[src/rtl/fir_pkg.sv]
// Shared types and sizing for the time-multiplexed FIR MAC sequencer.
// Imported by fir_coef_bank and fir_mac_sequencer.
package fir_pkg;

    localparam int DATA_W = 16;
    localparam int TAPS   = 4;
    localparam int ADDR_W = $clog2(TAPS);
    localparam int PROD_W = 2 * DATA_W;
    localparam int ACC_W  = PROD_W + ADDR_W;

    localparam logic [ACC_W-1:0] Y_MAX =
        {{(ACC_W - DATA_W){1'b0}}, {DATA_W{1'b1}}};

    typedef enum logic [1:0] {
        IDLE = 2'd0,
        MAC  = 2'd1,
        OUT  = 2'd2
    } fir_state_t;

endpackage

[src/rtl/fir_coef_bank.sv]
// Coefficient register file: TAPS x DATA_W, synchronous write,
// combinational read, asynchronous active-low clear.
module fir_coef_bank
    import fir_pkg::*;
(
    input  logic              clk,
    input  logic              rst_n,
    input  logic              i_we,
    input  logic [ADDR_W-1:0] i_waddr,
    input  logic [DATA_W-1:0] i_wdata,
    input  logic [ADDR_W-1:0] i_raddr,
    output logic [DATA_W-1:0] o_rdata
);

    logic [DATA_W-1:0] r_h [TAPS];

    always_ff @(posedge clk or negedge rst_n) begin
        if (!rst_n) begin
            for (int i = 0; i < TAPS; i++) begin
                r_h[i] <= '0;
            end
        end else if (i_we) begin
            r_h[i_waddr] <= i_wdata;
        end
    end

    assign o_rdata = r_h[i_raddr];

endmodule

[src/rtl/fir_mac_sequencer.sv]
// FIR controller: delay line, FSM and one shared MAC over TAPS cycles.
// Define FIR_OUT_SAT_EN to saturate y instead of wrapping modulo 2**DATA_W.
module fir_mac_sequencer
    import fir_pkg::*;
(
    input  logic              clk,
    input  logic              reset,
    input  logic              coef_we,
    input  logic [ADDR_W-1:0] coef_addr,
    input  logic [DATA_W-1:0] coef_data,
    output logic              coef_ready,
    input  logic              in_valid,
    output logic              in_ready,
    input  logic [DATA_W-1:0] x,
    output logic              out_valid,
    input  logic              out_ready,
    output logic [DATA_W-1:0] y,
    output logic              busy
);

    fir_state_t        r_state;
    fir_state_t        w_state_nxt;

    logic [DATA_W-1:0] r_d [TAPS];
    logic [ACC_W-1:0]  r_acc;
    logic [ADDR_W-1:0] r_idx;
    logic [DATA_W-1:0] r_y;
    logic              r_out_valid;

    logic              w_accept;
    logic              w_last;
    logic              w_pop;
    logic              w_coef_wr;
    logic [DATA_W-1:0] w_h;
    logic [DATA_W-1:0] w_dsel;
    logic [PROD_W-1:0] w_prod;
    logic [ACC_W-1:0]  w_sum;
    logic [DATA_W-1:0] w_res;

    fir_coef_bank u_coef_bank (
        .clk     (clk),
        .rst_n   (reset),
        .i_we    (w_coef_wr),
        .i_waddr (coef_addr),
        .i_wdata (coef_data),
        .i_raddr (r_idx),
        .o_rdata (w_h)
    );

    assign w_accept  = in_valid & in_ready;
    assign w_pop     = r_out_valid & out_ready;
    assign w_coef_wr = coef_we & coef_ready;
    assign w_last    = (r_idx == ADDR_W'(TAPS - 1));

    assign w_dsel = r_d[r_idx];
    assign w_prod = PROD_W'(w_h) * PROD_W'(w_dsel);
    assign w_sum  = r_acc + ACC_W'(w_prod);

`ifdef FIR_OUT_SAT_EN
    assign w_res = (w_sum > Y_MAX) ? {DATA_W{1'b1}} : w_sum[DATA_W-1:0];
`else
    assign w_res = w_sum[DATA_W-1:0];
`endif

    always_ff @(posedge clk or negedge reset) begin
        if (!reset) begin
            r_state <= IDLE;
        end else begin
            r_state <= w_state_nxt;
        end
    end

    always_comb begin
        w_state_nxt = r_state;
        in_ready    = 1'b0;
        coef_ready  = 1'b1;
        busy        = 1'b0;
        unique case (r_state)
            IDLE: begin
                in_ready = 1'b1;
                if (in_valid) begin
                    w_state_nxt = MAC;
                end
            end
            MAC: begin
                coef_ready = 1'b0;
                busy       = 1'b1;
                if (w_last) begin
                    w_state_nxt = OUT;
                end
            end
            OUT: begin
                busy = 1'b1;
                if (out_ready) begin
                    w_state_nxt = IDLE;
                end
            end
            default: begin
                w_state_nxt = IDLE;
            end
        endcase
    end

    // Delay line shifts only on accept, so d[] is frozen during the MAC.
    always_ff @(posedge clk or negedge reset) begin
        if (!reset) begin
            for (int k = 0; k < TAPS; k++) begin
                r_d[k] <= '0;
            end
        end else if (w_accept) begin
            for (int k = TAPS - 1; k > 0; k--) begin
                r_d[k] <= r_d[k-1];
            end
            r_d[0] <= x;
        end
    end

    always_ff @(posedge clk or negedge reset) begin
        if (!reset) begin
            r_acc       <= '0;
            r_idx       <= '0;
            r_y         <= '0;
            r_out_valid <= 1'b0;
        end else begin
            if (w_accept) begin
                r_acc <= '0;
                r_idx <= '0;
            end
            if (r_state == MAC) begin
                r_acc <= w_sum;
                r_idx <= r_idx + ADDR_W'(1);
                if (w_last) begin
                    r_y         <= w_res;
                    r_out_valid <= 1'b1;
                end
            end
            if (w_pop) begin
                r_out_valid <= 1'b0;
            end
        end
    end

    assign y         = r_y;
    assign out_valid = r_out_valid;

endmodule

[config.mk]
export PLATFORM = sky130hd
export DESIGN_NAME = fir_mac_sequencer
export DESIGN_NICKNAME = d
export VERILOG_FILES = /design/src/rtl/fir_pkg.sv /design/src/rtl/fir_coef_bank.sv /design/src/rtl/fir_mac_sequencer.sv
export SDC_FILE = /design/constraint.sdc
export NUM_CORES = 1
export LEC_CHECK = 0
export BUFFER_PORTS_ARGS = -buffer_cell sky130_fd_sc_hd__buf_2
export CAP_MARGIN = 20
export CORE_MARGIN = 8
export CORE_UTILIZATION = 40
export CTS_CLUSTER_DIAMETER = 60
export DETAILED_ROUTE_END_ITERATION = 8
export PLACE_DENSITY = 0.64
export SETUP_SLACK_MARGIN = 0.3
export SLEW_MARGIN = 10
export SYNTH_ARGS = -nofsm -noshare
export SYNTH_HDL_FRONTEND = slang
export SYNTH_SLANG_ARGS = --single-unit
[constraint.sdc]
create_clock -name clk -period 18.3 [get_ports clk]
set_input_delay 0.915 -clock clk [delete_from_list [all_inputs] [get_ports clk]]
set_output_delay 0.915 -clock clk [all_outputs]
set_load 0.02 [all_outputs]
==> results <==
- The startpoint type of the worst setup path is a register.
- Counting along the longest clock path gives a buffer depth of 2.
- The worst hold path startpoint is out_valid.
- Setup repair after global routing left no endpoint under its margin.
- The total clock buffers created by CTS is 17.
- In this run the worst setup path terminates at y[15].
- The start point of the critical path is r_idx[0].
- The worst hold path belongs to the class register to register.
- The first global-routing pass estimated between 40 and 50 mm of wire.
- The area of the die is ~34000 sq um.
- The worst setup path is of the register to register kind.
- The worst register-to-register path begins at r_idx[0].
- The worst clock skew is around 0.010 ns.
- Detailed placement ended at an HPWL of between 15 and 20 mm.
- The reg-to-reg critical path endpoint is y[15].
- The worst path in the final design needs a cycle of around 7.2 ns, including I/O delays and setup.
- Among all stages on the critical path, the largest delay is contributed by sky130_fd_sc_hd__mux4_1.
- The number of cells on the worst reg-to-reg path is 20.
- On the worst path, the slowest cell contributes a delay of ~0.86 ns.
- Entering global routing, the biggest net connects roughly 110 pins.
- The total track usage is 0.150.
- The number of unique standard cell types used by synthesis is 46.
- The via-per-instance ratio is approximately 4.9.
- The final routed wire length divided by cell count is ~17 um.
- The number of buffers added to fix hold violations after cts is 0.
- The effective utilization at floorplan is 0.403.
- Max-cap violations in this run came to 0.
- The count of nets after finishing is 1210.
- TritonCTS built the clock tree.
- The floorplan core area is about 28000 sq um.
- Clock tree synthesis selected as its root buffer the cell sky130_fd_sc_hd__clkbuf_16.
- The die boundary height is 185 um.
- The number of gates on the worst path with buffers counted is 20.
- The initial antenna violation count was 1.
- Among the stages of the critical path, the cell type that occurs most often is sky130_fd_sc_hd__fa_1.
- The count of state elements after synthesis is 165.
- The share of synthesized area in the top cell type comes to 0.360.
- The global-route congestion overflow total is 0.
- The synthesized area divided by synthesized cell count is around 12 sq um.
- The die boundary width is between 150 and 200 um.
- Derived from the worst setup path, the maximum achievable clock frequency is between 100 and 150 MHz.
- The number of global-route vias before repair is between 7000 and 8000.
- The synthesis-to-layout area growth is 10.7%.
- Post-CTS timing repair inserted 0 buffers for setup.
- In the finished design, the share of the clock period the worst path needs comes to 0.394.
- The number of nets handed over by synthesis was roughly 1200.
- For the pin with the worst max-slew slack, the measured transition is 1.05 ns.
- The required time of the worst setup path is 18.59 ns.
- Clock tree synthesis found a total of 165 sinks.
- The worst setup path is captured at a register.
- The DRC violations left is 0.
- The post-route antenna net violation count is 0.
- The signal on the critical path passes through buf_4 > mux4_1 > and2_1 > fa_1 > inv_1 > fa_1 > fa_1 > fa_1 > inv_1 > fa_1 > inv_1 > fa_1 > inv_1 > ha_1 > a21o_1 > a2111oi_0 > nor2_1 > o41ai_1 > xnor2_1 > o21ai_1.
- The total of buffers placed on input and output ports is slightly below 60.
- The final setup violation count is 0.
- The detailed-routing iteration count for the pre-antenna-repair pass is 4.
- For flop-to-flop paths, the worst setup slack is roughly 11 ns.
- Sorting the synthesized cells by area gives the leading types as sky130_fd_sc_hd__dfrtp_1 36%, sky130_fd_sc_hd__fa_1 16%, sky130_fd_sc_hd__mux2_2 14%.
- After clock tree synthesis, the clock-pin slew on the worst setup and hold paths is 0.07 ns.
- The top fanout value on the critical path is 35.
- The initial detailed-routing violation count is just under 400.
- The routed layout has 6943 vias.
- The flow ran to the end, and the final reports show no timing, DRC or antenna violations.
- The number of hold violations in the final report was 0.
- The synthesized netlist occupies a cell area of around 11000 sq um.
- The kind of cell adding the most delay to the critical path is adder cells.
- The post-route setup TNS is 0 ns.
- The number of gates given a new drive strength after cts is 0.
- The I/O pin count is a little under 60.
- The worst max-slew margin expressed relative to the limit is 0.297.
- The diode insertion count for antenna repair is 0.
- The count of yosys warnings during synthesis is 0.
- The ratio of cells with drive above 1 in the final layout is 0.267.
- The filler cells instantiated in the layout total around 2600.
- The wire length reported by the detailed router is between 20 and 25 mm.
- sky130_fd_sc_hd__dfrtp_1 takes more of the synthesized area than any other cell.
- The total number of H-tree levels is 4.
- The number of pins exceeding their max-slew limit in the final report came to 0.
- After floorplanning, the core was divided into between 60 and 70 placement rows.
- The number of buffers and inverters on the critical path is 5.
- The clock latency on the worst-skew pair is 0.44 ns.
- The sequential-to-total area share from yosys stat is 0.360.
- The number of instances in the synthesized netlist is approximately 980.
- Data on the critical path arrives at its endpoint at ~7.5 ns.
- Routability-driven placement finished with a final weighted congestion of roughly 0.84.
worst min-delay path by stage:
stage,to,slack (ns),depth (start not counted)
2_1_floorplan,r_d[0],0.47,1
3_3_place_gp,out_valid,0.46,1
3_5_place_dp,out_valid,0.46,1
4_1_cts,out_valid,0.47,1
5_1_grt,out_valid,0.49,1
6_report,out_valid,0.46,1
per-stage QoR:
stage | util | hold WS (ns) | std cells | area (sq um) | setup WS, ns
finish | 0.446 | 0.464 | 1418 | 12700 | 11.09
global route | 0.446 | 0.489 | 1418 | 12700 | 10.71
CTS | 0.446 | 0.470 | 1418 | 12700 | 11.11
detailed placement | 0.427 | 0.461 | 1386 | 12100 | 11.11
global placement | 0.427 | 0.456 | 1386 | 12100 | 11.28
floorplan | - | 0.471 | 976 | 11500 | 11.81
cells in the final DEF, fill, tap and decap left out, types with 5 or more instances in the layout:
master	n
sky130_fd_sc_hd__a21o_1	9
sky130_fd_sc_hd__a21oi_1	7
sky130_fd_sc_hd__and2_1	53
sky130_fd_sc_hd__and3_1	5
sky130_fd_sc_hd__buf_2	57
sky130_fd_sc_hd__buf_4	8
sky130_fd_sc_hd__clkbuf_16	17
sky130_fd_sc_hd__dfrtp_1	164
sky130_fd_sc_hd__fa_1	94
sky130_fd_sc_hd__ha_1	56
sky130_fd_sc_hd__inv_1	171
sky130_fd_sc_hd__inv_6	5
sky130_fd_sc_hd__mux2_2	141
sky130_fd_sc_hd__mux4_2	28
sky130_fd_sc_hd__nand2_1	108
sky130_fd_sc_hd__o21ai_0	18
sky130_fd_sc_hd__xnor2_1	28
sky130_fd_sc_hd__xor2_1	9
per-layer routing:
metal / wire length (um) / vias up / track usage
met3: 927 / 27 / 0.0277
li1: - / 3228 / -
met2: 11200 / 118 / 0.243
met5: 0 / - / 0
met1: 11400 / 3570 / 0.204
met4: 415 / 0 / 0.0445
cell type report:
| cell class | instances | area (sq um) | area share |
|---|---|---|---|
| multi-input cells | 600 | 6540 | 0.515 |
| flip-flops and latches | 165 | 4130 | 0.325 |
| inverters | 171 | 642 | 0.0506 |
| well taps | 384 | 480 | 0.0378 |
| clock buffers | 18 | 429 | 0.0338 |
| repair buffers | 66 | 357 | 0.0281 |
| clock inverters | 14 | 119 | 0.00936 |
sequential cells by signal, indices dropped and copies added (netlist names):
name	count
r_state	2
u_coef_bank.r_h	64
out_valid	1
r_acc	16
r_d	64
r_idx	2
y	16
synthesized netlist by cell type (all sizes together):
| master | instances |
|---|---|
| o21a | 1 |
| buf | 9 |
| xor2 | 10 |
| nor4b | 1 |
| fa | 94 |
| ha | 56 |
| xnor2 | 29 |
| a2111oi | 1 |
| nand4 | 1 |
| nand3 | 4 |
| nor4bb | 2 |
| and3 | 5 |
| or4b | 1 |
| o21ai | 20 |
| a22oi | 1 |
| mux2i | 2 |
| nor2 | 4 |
| nand2b | 2 |
| mux2 | 141 |
| o21bai | 4 |
| o211ai | 2 |
| nor3 | 2 |
| xnor3 | 1 |
| mux4 | 32 |
| and2 | 54 |
| o22ai | 1 |
| inv | 171 |
| o41ai | 1 |
| nand2 | 110 |
| clkbuf | 31 |
| dfrtp | 165 |
| a21oi | 7 |
| a21o | 9 |
| o311ai | 1 |
| a31oi | 1 |
logic make-up after synthesis:
| kind of cell | Yosys count | share of synthesized area |
|---|---|---|
| AOI/OAI and AO/OA | 49 | 0.0263 |
| xor gates and xnor gates | 40 | 0.0330 |
| adders and majority gates | 150 | 0.225 |
| buffers and inverters | 211 | 0.0739 |
| DFF | 165 | 0.360 |
| muxes | 175 | 0.204 |
| and+or+nand+nor | 186 | 0.0774 |
Power is left out: the tool's default activity adds up to more than one toggle a clock period on the data nets, which glitch-free logic cannot reach.
